## config.mk

```make
export PLATFORM = sky130hd
export DESIGN_NAME = icache_flat
export DESIGN_NICKNAME = d
export VERILOG_FILES = /design/src/rtl/icache_pkg.sv /design/src/rtl/icache_if.sv /design/src/rtl/icache_line_array.sv /design/src/rtl/icache.sv /design/src/flat_wrapper.sv
export SDC_FILE = /design/constraint.sdc
export NUM_CORES = 2
export LEC_CHECK = 0
export BUFFER_PORTS_ARGS = -buffer_cell sky130_fd_sc_hd__buf_2
export CORE_ASPECT_RATIO = 0.9
export CORE_MARGIN = 5
export CORE_UTILIZATION = 35
export CTS_CLUSTER_DIAMETER = 200
export DETAILED_ROUTE_END_ITERATION = 7
export HOLD_SLACK_MARGIN = 0.05
export PLACE_DENSITY = 0.51
export SLEW_MARGIN = 20
export SYNTH_ARGS = -nofsm -noshare
export SYNTH_HDL_FRONTEND = slang
export SYNTH_SLANG_ARGS = --single-unit
```

## constraint.sdc

```tcl
create_clock -name clk -period 12.8 [get_ports clk]
set_input_delay 0 -clock clk [delete_from_list [all_inputs] [get_ports clk]]
set_output_delay 0 -clock clk [all_outputs]
set_load 0.02 [all_outputs]
```

## src/rtl/icache_pkg.sv

```systemverilog
// Shared types and defaults for the direct-mapped instruction cache.
// Default geometry: 64 one-word lines, 24-bit tags.
package icache_pkg;

    localparam int ICACHE_IDX_W = 6;

    typedef enum logic [1:0] {
        ICACHE_IDLE      = 2'd0,
        ICACHE_MISS      = 2'd1,
        ICACHE_WAIT_DROP = 2'd2
    } icache_state_e;

    function automatic logic [31:0] line_addr(input logic [31:0] pc);
        return {pc[31:2], 2'b00};
    endfunction

endpackage

```

## src/rtl/icache_if.sv

```systemverilog
// Fetch-side and MemCtrl-side handshake bundles for the icache.
// fetch: fetcher is master; mem: icache is master toward MemCtrl.
interface icache_fetch_if;
    logic        req;
    logic [31:0] pc;
    logic        ready;
    logic        valid;
    logic [31:0] inst;

    modport master (output req, pc, input ready, valid, inst);
    modport slave  (input req, pc, output ready, valid, inst);
endinterface

interface icache_mem_if;
    logic [31:0] addr;
    logic        req;
    logic [31:0] data;
    logic        done;

    modport master (output addr, req, input data, done);
    modport slave  (input addr, req, output data, done);
endinterface

```

## src/rtl/icache_line_array.sv

```systemverilog
// Valid/tag/data storage: one combinational read port, one write port.
// Valid bits clear asynchronously; tag/data are never reset.
module icache_line_array #(
    parameter int IDX_W = 6,
    parameter int TAG_W = 24
) (
    input  logic             clk,
    input  logic             rst,
    input  logic [IDX_W-1:0] rd_idx,
    output logic             rd_valid,
    output logic [TAG_W-1:0] rd_tag,
    output logic [31:0]      rd_data,
    input  logic             we,
    input  logic [IDX_W-1:0] wr_idx,
    input  logic [TAG_W-1:0] wr_tag,
    input  logic [31:0]      wr_data
);
    localparam int LINES = 2 ** IDX_W;

    logic [LINES-1:0] valid_q;
    logic [TAG_W-1:0] tag_q  [LINES];
    logic [31:0]      data_q [LINES];

    always_ff @(posedge clk or negedge rst) begin
        if (!rst) begin
            valid_q <= '0;
        end else if (we) begin
            valid_q[wr_idx] <= 1'b1;
        end
    end

    always_ff @(posedge clk) begin
        if (we) begin
            tag_q[wr_idx]  <= wr_tag;
            data_q[wr_idx] <= wr_data;
        end
    end

    assign rd_valid = valid_q[rd_idx];
    assign rd_tag   = tag_q[rd_idx];
    assign rd_data  = data_q[rd_idx];

endmodule

```

## src/rtl/icache.sv

```systemverilog
// Direct-mapped one-word-per-line icache in front of MemCtrl's I-port.
// Define ICACHE_PERF_EN to build the hit/miss counters.
module icache
    import icache_pkg::*;
#(
    parameter int IDX_W = ICACHE_IDX_W,
    parameter int TAG_W = 30 - IDX_W
) (
    input  logic                clk,
    input  logic                rst,
    input  logic                rdy,
    input  logic                flush,
    icache_fetch_if.slave       fetch,
    icache_mem_if.master        mem,
    output logic [31:0]         perf_hit,
    output logic [31:0]         perf_miss
);
    icache_state_e state_q, state_d;
    logic          valid_q, valid_d;
    logic [31:0]   inst_q, inst_d;
    logic          req_q, req_d;
    logic [31:0]   addr_q, addr_d;
    logic          we, hit_inc, miss_inc;

    logic             rd_valid;
    logic [TAG_W-1:0] rd_tag;
    logic [31:0]      rd_data;
    logic             hit, accept;

    icache_line_array #(.IDX_W(IDX_W), .TAG_W(TAG_W)) u_lines (
        .clk      (clk),
        .rst      (rst),
        .rd_idx   (fetch.pc[IDX_W+1:2]),
        .rd_valid (rd_valid),
        .rd_tag   (rd_tag),
        .rd_data  (rd_data),
        .we       (we),
        .wr_idx   (addr_q[IDX_W+1:2]),
        .wr_tag   (addr_q[31:IDX_W+2]),
        .wr_data  (mem.data)
    );

    assign accept = fetch.req && rdy && !flush;
    assign hit    = rd_valid && (rd_tag == fetch.pc[31:IDX_W+2]);

    always_comb begin
        state_d  = state_q;
        valid_d  = 1'b0;
        inst_d   = inst_q;
        req_d    = req_q;
        addr_d   = addr_q;
        we       = 1'b0;
        hit_inc  = 1'b0;
        miss_inc = 1'b0;
        if (!rdy) begin
            valid_d = valid_q;
        end else begin
            unique case (state_q)
                ICACHE_IDLE: begin
                    if (accept && hit) begin
                        valid_d = 1'b1;
                        inst_d  = rd_data;
                        hit_inc = 1'b1;
                    end else if (accept) begin
                        req_d    = 1'b1;
                        addr_d   = line_addr(fetch.pc);
                        state_d  = ICACHE_MISS;
                        miss_inc = 1'b1;
                    end
                end
                ICACHE_MISS: begin
                    // A flush on the fill cycle still fills, but drops the reply.
                    if (mem.done) begin
                        we      = 1'b1;
                        req_d   = 1'b0;
                        state_d = ICACHE_IDLE;
                        if (!flush) begin
                            valid_d = 1'b1;
                            inst_d  = mem.data;
                        end
                    end else if (flush) begin
                        state_d = ICACHE_WAIT_DROP;
                    end
                end
                ICACHE_WAIT_DROP: begin
                    if (mem.done) begin
                        we      = 1'b1;
                        req_d   = 1'b0;
                        state_d = ICACHE_IDLE;
                    end
                end
                default: state_d = ICACHE_IDLE;
            endcase
        end
    end

    always_ff @(posedge clk or negedge rst) begin
        if (!rst) begin
            state_q <= ICACHE_IDLE;
            valid_q <= 1'b0;
            inst_q  <= '0;
            req_q   <= 1'b0;
            addr_q  <= '0;
        end else begin
            state_q <= state_d;
            valid_q <= valid_d;
            inst_q  <= inst_d;
            req_q   <= req_d;
            addr_q  <= addr_d;
        end
    end

    assign fetch.ready = (state_q == ICACHE_IDLE);
    assign fetch.valid = valid_q;
    assign fetch.inst  = inst_q;
    assign mem.req     = req_q;
    assign mem.addr    = addr_q;

    wire unused_pc_lo = ^fetch.pc[1:0];

`ifdef ICACHE_PERF_EN
    logic [31:0] hit_q, miss_q;

    always_ff @(posedge clk or negedge rst) begin
        if (!rst) begin
            hit_q  <= '0;
            miss_q <= '0;
        end else begin
            if (hit_inc)  hit_q  <= hit_q + 32'd1;
            if (miss_inc) miss_q <= miss_q + 32'd1;
        end
    end

    assign perf_hit  = hit_q;
    assign perf_miss = miss_q;
`else
    wire unused_perf = hit_inc ^ miss_inc;

    assign perf_hit  = 32'b0;
    assign perf_miss = 32'b0;
`endif

endmodule

```

## src/flat_wrapper.sv

```systemverilog
// flat-port wrapper written by rule: the top's interface ports become plain ports
module icache_flat import icache_pkg::*;
#(
    parameter int IDX_W = ICACHE_IDX_W,
    parameter int TAG_W = 30 - IDX_W
)
  (clk, rst, rdy, flush, perf_hit, perf_miss, fetch_req, fetch_pc, fetch_ready, fetch_valid, fetch_inst, mem_addr, mem_req, mem_data, mem_done);
  icache_fetch_if fetch_i ();
  icache_mem_if mem_i ();
  input  logic clk;
  input  logic rst;
  input  logic rdy;
  input  logic flush;
  output logic [31:0] perf_hit;
  output logic [31:0] perf_miss;
  input wire logic [$bits(fetch_i.req)-1:0] fetch_req;
  input wire logic [$bits(fetch_i.pc)-1:0] fetch_pc;
  output wire logic [$bits(fetch_i.ready)-1:0] fetch_ready;
  output wire logic [$bits(fetch_i.valid)-1:0] fetch_valid;
  output wire logic [$bits(fetch_i.inst)-1:0] fetch_inst;
  output wire logic [$bits(mem_i.addr)-1:0] mem_addr;
  output wire logic [$bits(mem_i.req)-1:0] mem_req;
  input wire logic [$bits(mem_i.data)-1:0] mem_data;
  input wire logic [$bits(mem_i.done)-1:0] mem_done;
  assign fetch_i.req = fetch_req;
  assign fetch_i.pc = fetch_pc;
  assign fetch_ready = fetch_i.ready;
  assign fetch_valid = fetch_i.valid;
  assign fetch_inst = fetch_i.inst;
  assign mem_addr = mem_i.addr;
  assign mem_req = mem_i.req;
  assign mem_i.data = mem_data;
  assign mem_i.done = mem_done;
  icache #(.IDX_W(IDX_W), .TAG_W(TAG_W)) u_core (.clk(clk), .rst(rst), .rdy(rdy), .flush(flush), .fetch(fetch_i), .mem(mem_i), .perf_hit(perf_hit), .perf_miss(perf_miss));
endmodule
```

==> impl_metrics.env <==
export IMPL_status="complete, no violations"
export IMPL_multi_input_comb_area_mm2=0.0316
export IMPL_r2r_setup_slack_ns=7.27
export IMPL_cp_max_fo=75
export IMPL_worst_setup_path_start_kind="primary input"
export IMPL_synth_edf_count=3584
export IMPL_grt_pass1_wl_um=601000
export IMPL_power_density_mw_per_mm2=171
export IMPL_synth_top_area_frac=0.748
export IMPL_path_class="in2reg"
export IMPL_rr_worst_depth=8
export IMPL_cts_buffers=395
export IMPL_viasPerCell=5.65
export IMPL_skew_ns=0.0636
export IMPL_synth_fa_ha_area_frac=0.000261
export IMPL_pre_cts_slack_ns=5.79
export IMPL_leakagePower_nw=52.3
export IMPL_max_freq_mhz=162
export IMPL_worstMarginPinSlew_ns=1.21
export IMPL_clock_latency_ns=0.98
export IMPL_first_pass_iters=5
export IMPL_start_util=0.351
export IMPL_synthSimpleGateAreaFrac=0.0199
export IMPL_yosysWarnings=0
export IMPL_drt_antenna_violating_nets=0
export IMPL_place_congestion=0.805
export IMPL_die_area_mm2=0.424
export IMPL_switching_share=0.242
export IMPL_hold_violations=0
export IMPL_die_x_um=686
export IMPL_crit_arrival_ns=7.00
export IMPL_synth_compound_area_frac=0.0156
export IMPL_layout_setup_ws_ns=6.62
export IMPL_syn_area_per_cell_um2=22.7
export IMPL_ir_drop_uv=129
export IMPL_synth_distinct_cells=74
export IMPL_rsz0062_at_grt="no"
export IMPL_slew_headroom=0.194
export IMPL_grt_max_degree=142
export IMPL_drc=0
export IMPL_period_needed_ns=6.18
export IMPL_core_mm2=0.410
export IMPL_reg2reg_from="u_core.state_q[0]"
export IMPL_h_tree_depth=5
export IMPL_power_switching_mw=6.83
export IMPL_ios=201
export IMPL_overflow=0
export IMPL_seqPwrFrac=0.536
export IMPL_seq_area_frac_synth=0.771
export IMPL_fill_cells=35769
export IMPL_min_period_over_period=0.483
export IMPL_finalSetupViolCount=0
export IMPL_tns_ns=0
export IMPL_p_comb_frac=0.075
export IMPL_grt_pass1_vias=71400
export IMPL_drtIter0Drc=8831
export IMPL_seqCellArea_mm2=0.111
export IMPL_power_internal_mw=21.4
export IMPL_ys_ff_latch=3714
export IMPL_clock_sinks=3714
export IMPL_whs_endpoint="u_core.u_lines.data_q[40][28]"
export IMPL_ys_top_cells_by_area="edfxtp_1 (75%), mux4_2 (15%), dfrtp_1 (2.3%)"
export IMPL_syn_cell_area_mm2=0.144
export IMPL_io_buffers=132
export IMPL_startpoint="fetch_pc[3]"
export IMPL_antenna_found_initial=31
export IMPL_ys_flop_type="edfxtp_1"
export IMPL_rows=223
export IMPL_synth_top_family_by_area="multiplexers"
export IMPL_synth_xor_area_frac=0.00201
export IMPL_syn_inst=6335
export IMPL_muxShareOfSynthArea=0.176
export IMPL_worstPathRequired_ns=13.62
export IMPL_clk_pin_slew_ns=0.06
export IMPL_cts_resized=0
export IMPL_crit_path_end_kind="flip-flop"
export IMPL_grtUsageTotal=0.203
export IMPL_hold_start="mem_data[28]"
export IMPL_layout_nets=6920
export IMPL_cts_tree="built"
export IMPL_hpwlAfterDp_um=238000
export IMPL_die_height_um=618
export IMPL_finalHoldWorstSlack_ns=0.125
export IMPL_wl_per_cell_um=35.0
export IMPL_wl_um=441000
export IMPL_hold_class="in2reg"
export IMPL_r2r_end="u_core.u_lines.tag_q[14][3]"
export IMPL_cts_root_buffer="clkbuf_16"
export IMPL_whs_path_depth=2
export IMPL_cts_buffer_depth=4
export IMPL_vias=71004
export IMPL_synth_top_cell_by_area="edfxtp_1"
export IMPL_areaGrowthSynthToFinish_pct=14.9
export IMPL_clkPwrFrac=0.390
export IMPL_maxCapViolations=0
export IMPL_slew_violations=0
export IMPL_drive_above_1_share=0.292
export IMPL_async_reset_ff_frac=0.0350
[cells in the mapped netlist, drive strengths merged (44+ instances only)]
library cell,count
edfxtp,3584
mux4,987
buf,276
mux2i,255
nand2,139
clkbuf,133
dfrtp,130
nor2,105
a22oi,78
a21oi,74
or2,71
o21ai,61
nand3,44
[cell usage in the layout (no fill, tap or decap), types with 17 or more instances in the layout]
master and n:
clkinv_1 87, or4_1 28, o22ai_1 30, buf_2 119, clkbuf_1 90, a221oi_1 21
nor2_1 38, bufinv_16 26, edfxtp_1 3584, mux2_1 20, xor2_1 17, clkbuf_16 400
dfrtp_4 18, a211oi_1 19, buf_4 230, mux2i_1 255, a21oi_1 74, or3b_1 26
or2_2 69, o21ai_0 57, nand3_1 43, mux4_2 987, nor2b_1 18, nor2_4 65
a22oi_1 78, dfrtp_1 106, conb_1 66, clkinv_2 70, nand2_1 139, dlygate4sd3_1 94
[worst max path at each step]
stage | depth (start not counted) | to
global placement | 14 | u_core.mem.addr[20]
floorplan | 4 | u_core.u_lines.data_q[10][0]
finish | 14 | u_core.mem.addr[8]
CTS | 14 | u_core.mem.addr[20]
detailed placement | 14 | u_core.mem.addr[8]
global route | 13 | u_core.mem.addr[8]
[kinds of logic (layout without fill, tap and decap cells)]
| logic type | after synthesis | in the layout |
|---|---|---|
| xor gates and xnor gates | 33 | 33 |
| muxes | 1285 | 1285 |
| adders and majority gates | 3 | 3 |
| AOI/OAI and AO/OA | 339 | 339 |
| and+or+nand+nor | 541 | 541 |
| DFF | 3714 | 3714 |
| buffers and inverters | 419 | 1184 |
| other | 1 | 74 |
[repair_timing]
item                       CTS  global route
hold buffers                95             0
buffers inserted             0             0
hold endpoints to repair  2187             0
[critical path: stages]
cell      delay [ns]
buf_8           0.55
buf_4           0.59
buf_4           0.79
buf_4           0.70
mux4_2          0.41
mux4_2          0.58
mux2i_1         0.63
xnor2_1         0.19
nand2b_1        0.14
and4_1          0.20
nand4_1         0.18
o211ai_4        0.72
buf_4           0.59
mux2_1          0.39
[metrics by stage]
stage	instance area, µm²	util	power (mW)	std cells
floorplan	144000	-	16.3	6400
global placement	152000	0.370	17.4	11752
detailed placement	152000	0.370	17.5	11753
CTS	165000	0.403	28.5	12563
global route	165000	0.403	29.2	12566
finish	165000	0.403	28.2	12573
[layout make-up]
class | count | area share
clock inverter | 218 | 0.0116
sequential | 3714 | 0.671
clock buffer | 497 | 0.0632
antenna | 8 | 0.000121
inverter | 10 | 0.000273
tap | 5400 | 0.0409
timing repair buffer | 459 | 0.0216
multi-input combinational | 2267 | 0.191
[sequential cells by signal, indices dropped and copies added (netlist names)]
signal / count
u_core.fetch.valid: 1
u_core.u_lines.tag_q: 1536
u_core.state_q: 2
u_core.u_lines.data_q: 2048
u_core.fetch.inst: 32
u_core.mem.req: 1
u_core.mem.addr: 30
u_core.u_lines.valid_q: 64
[metal layers]
layer	vias up	GRT usage	routed length [µm]
met5	-	0	34
met1	39656	0.290	187000
met4	6	0.0406	8960
li1	27833	-	-
met3	526	0.0346	31700
met2	2983	0.330	213000
[power by group through the flow]
| stage | Sequential, mW | Clock [mW] | Combinational, mW |
|---|---|---|---|
| 2_1_floorplan | 15.2 | 0 | 1.09 |
| 3_3_place_gp | 15.3 | 0 | 2.06 |
| 3_5_place_dp | 15.4 | 0 | 2.07 |
| 4_1_cts | 15.2 | 11.2 | 2.11 |
| 5_1_grt | 15.2 | 11.7 | 2.24 |
| 6_report | 15.1 | 11.0 | 2.11 |
No activity file was read; power rests on OpenSTA's default activity.
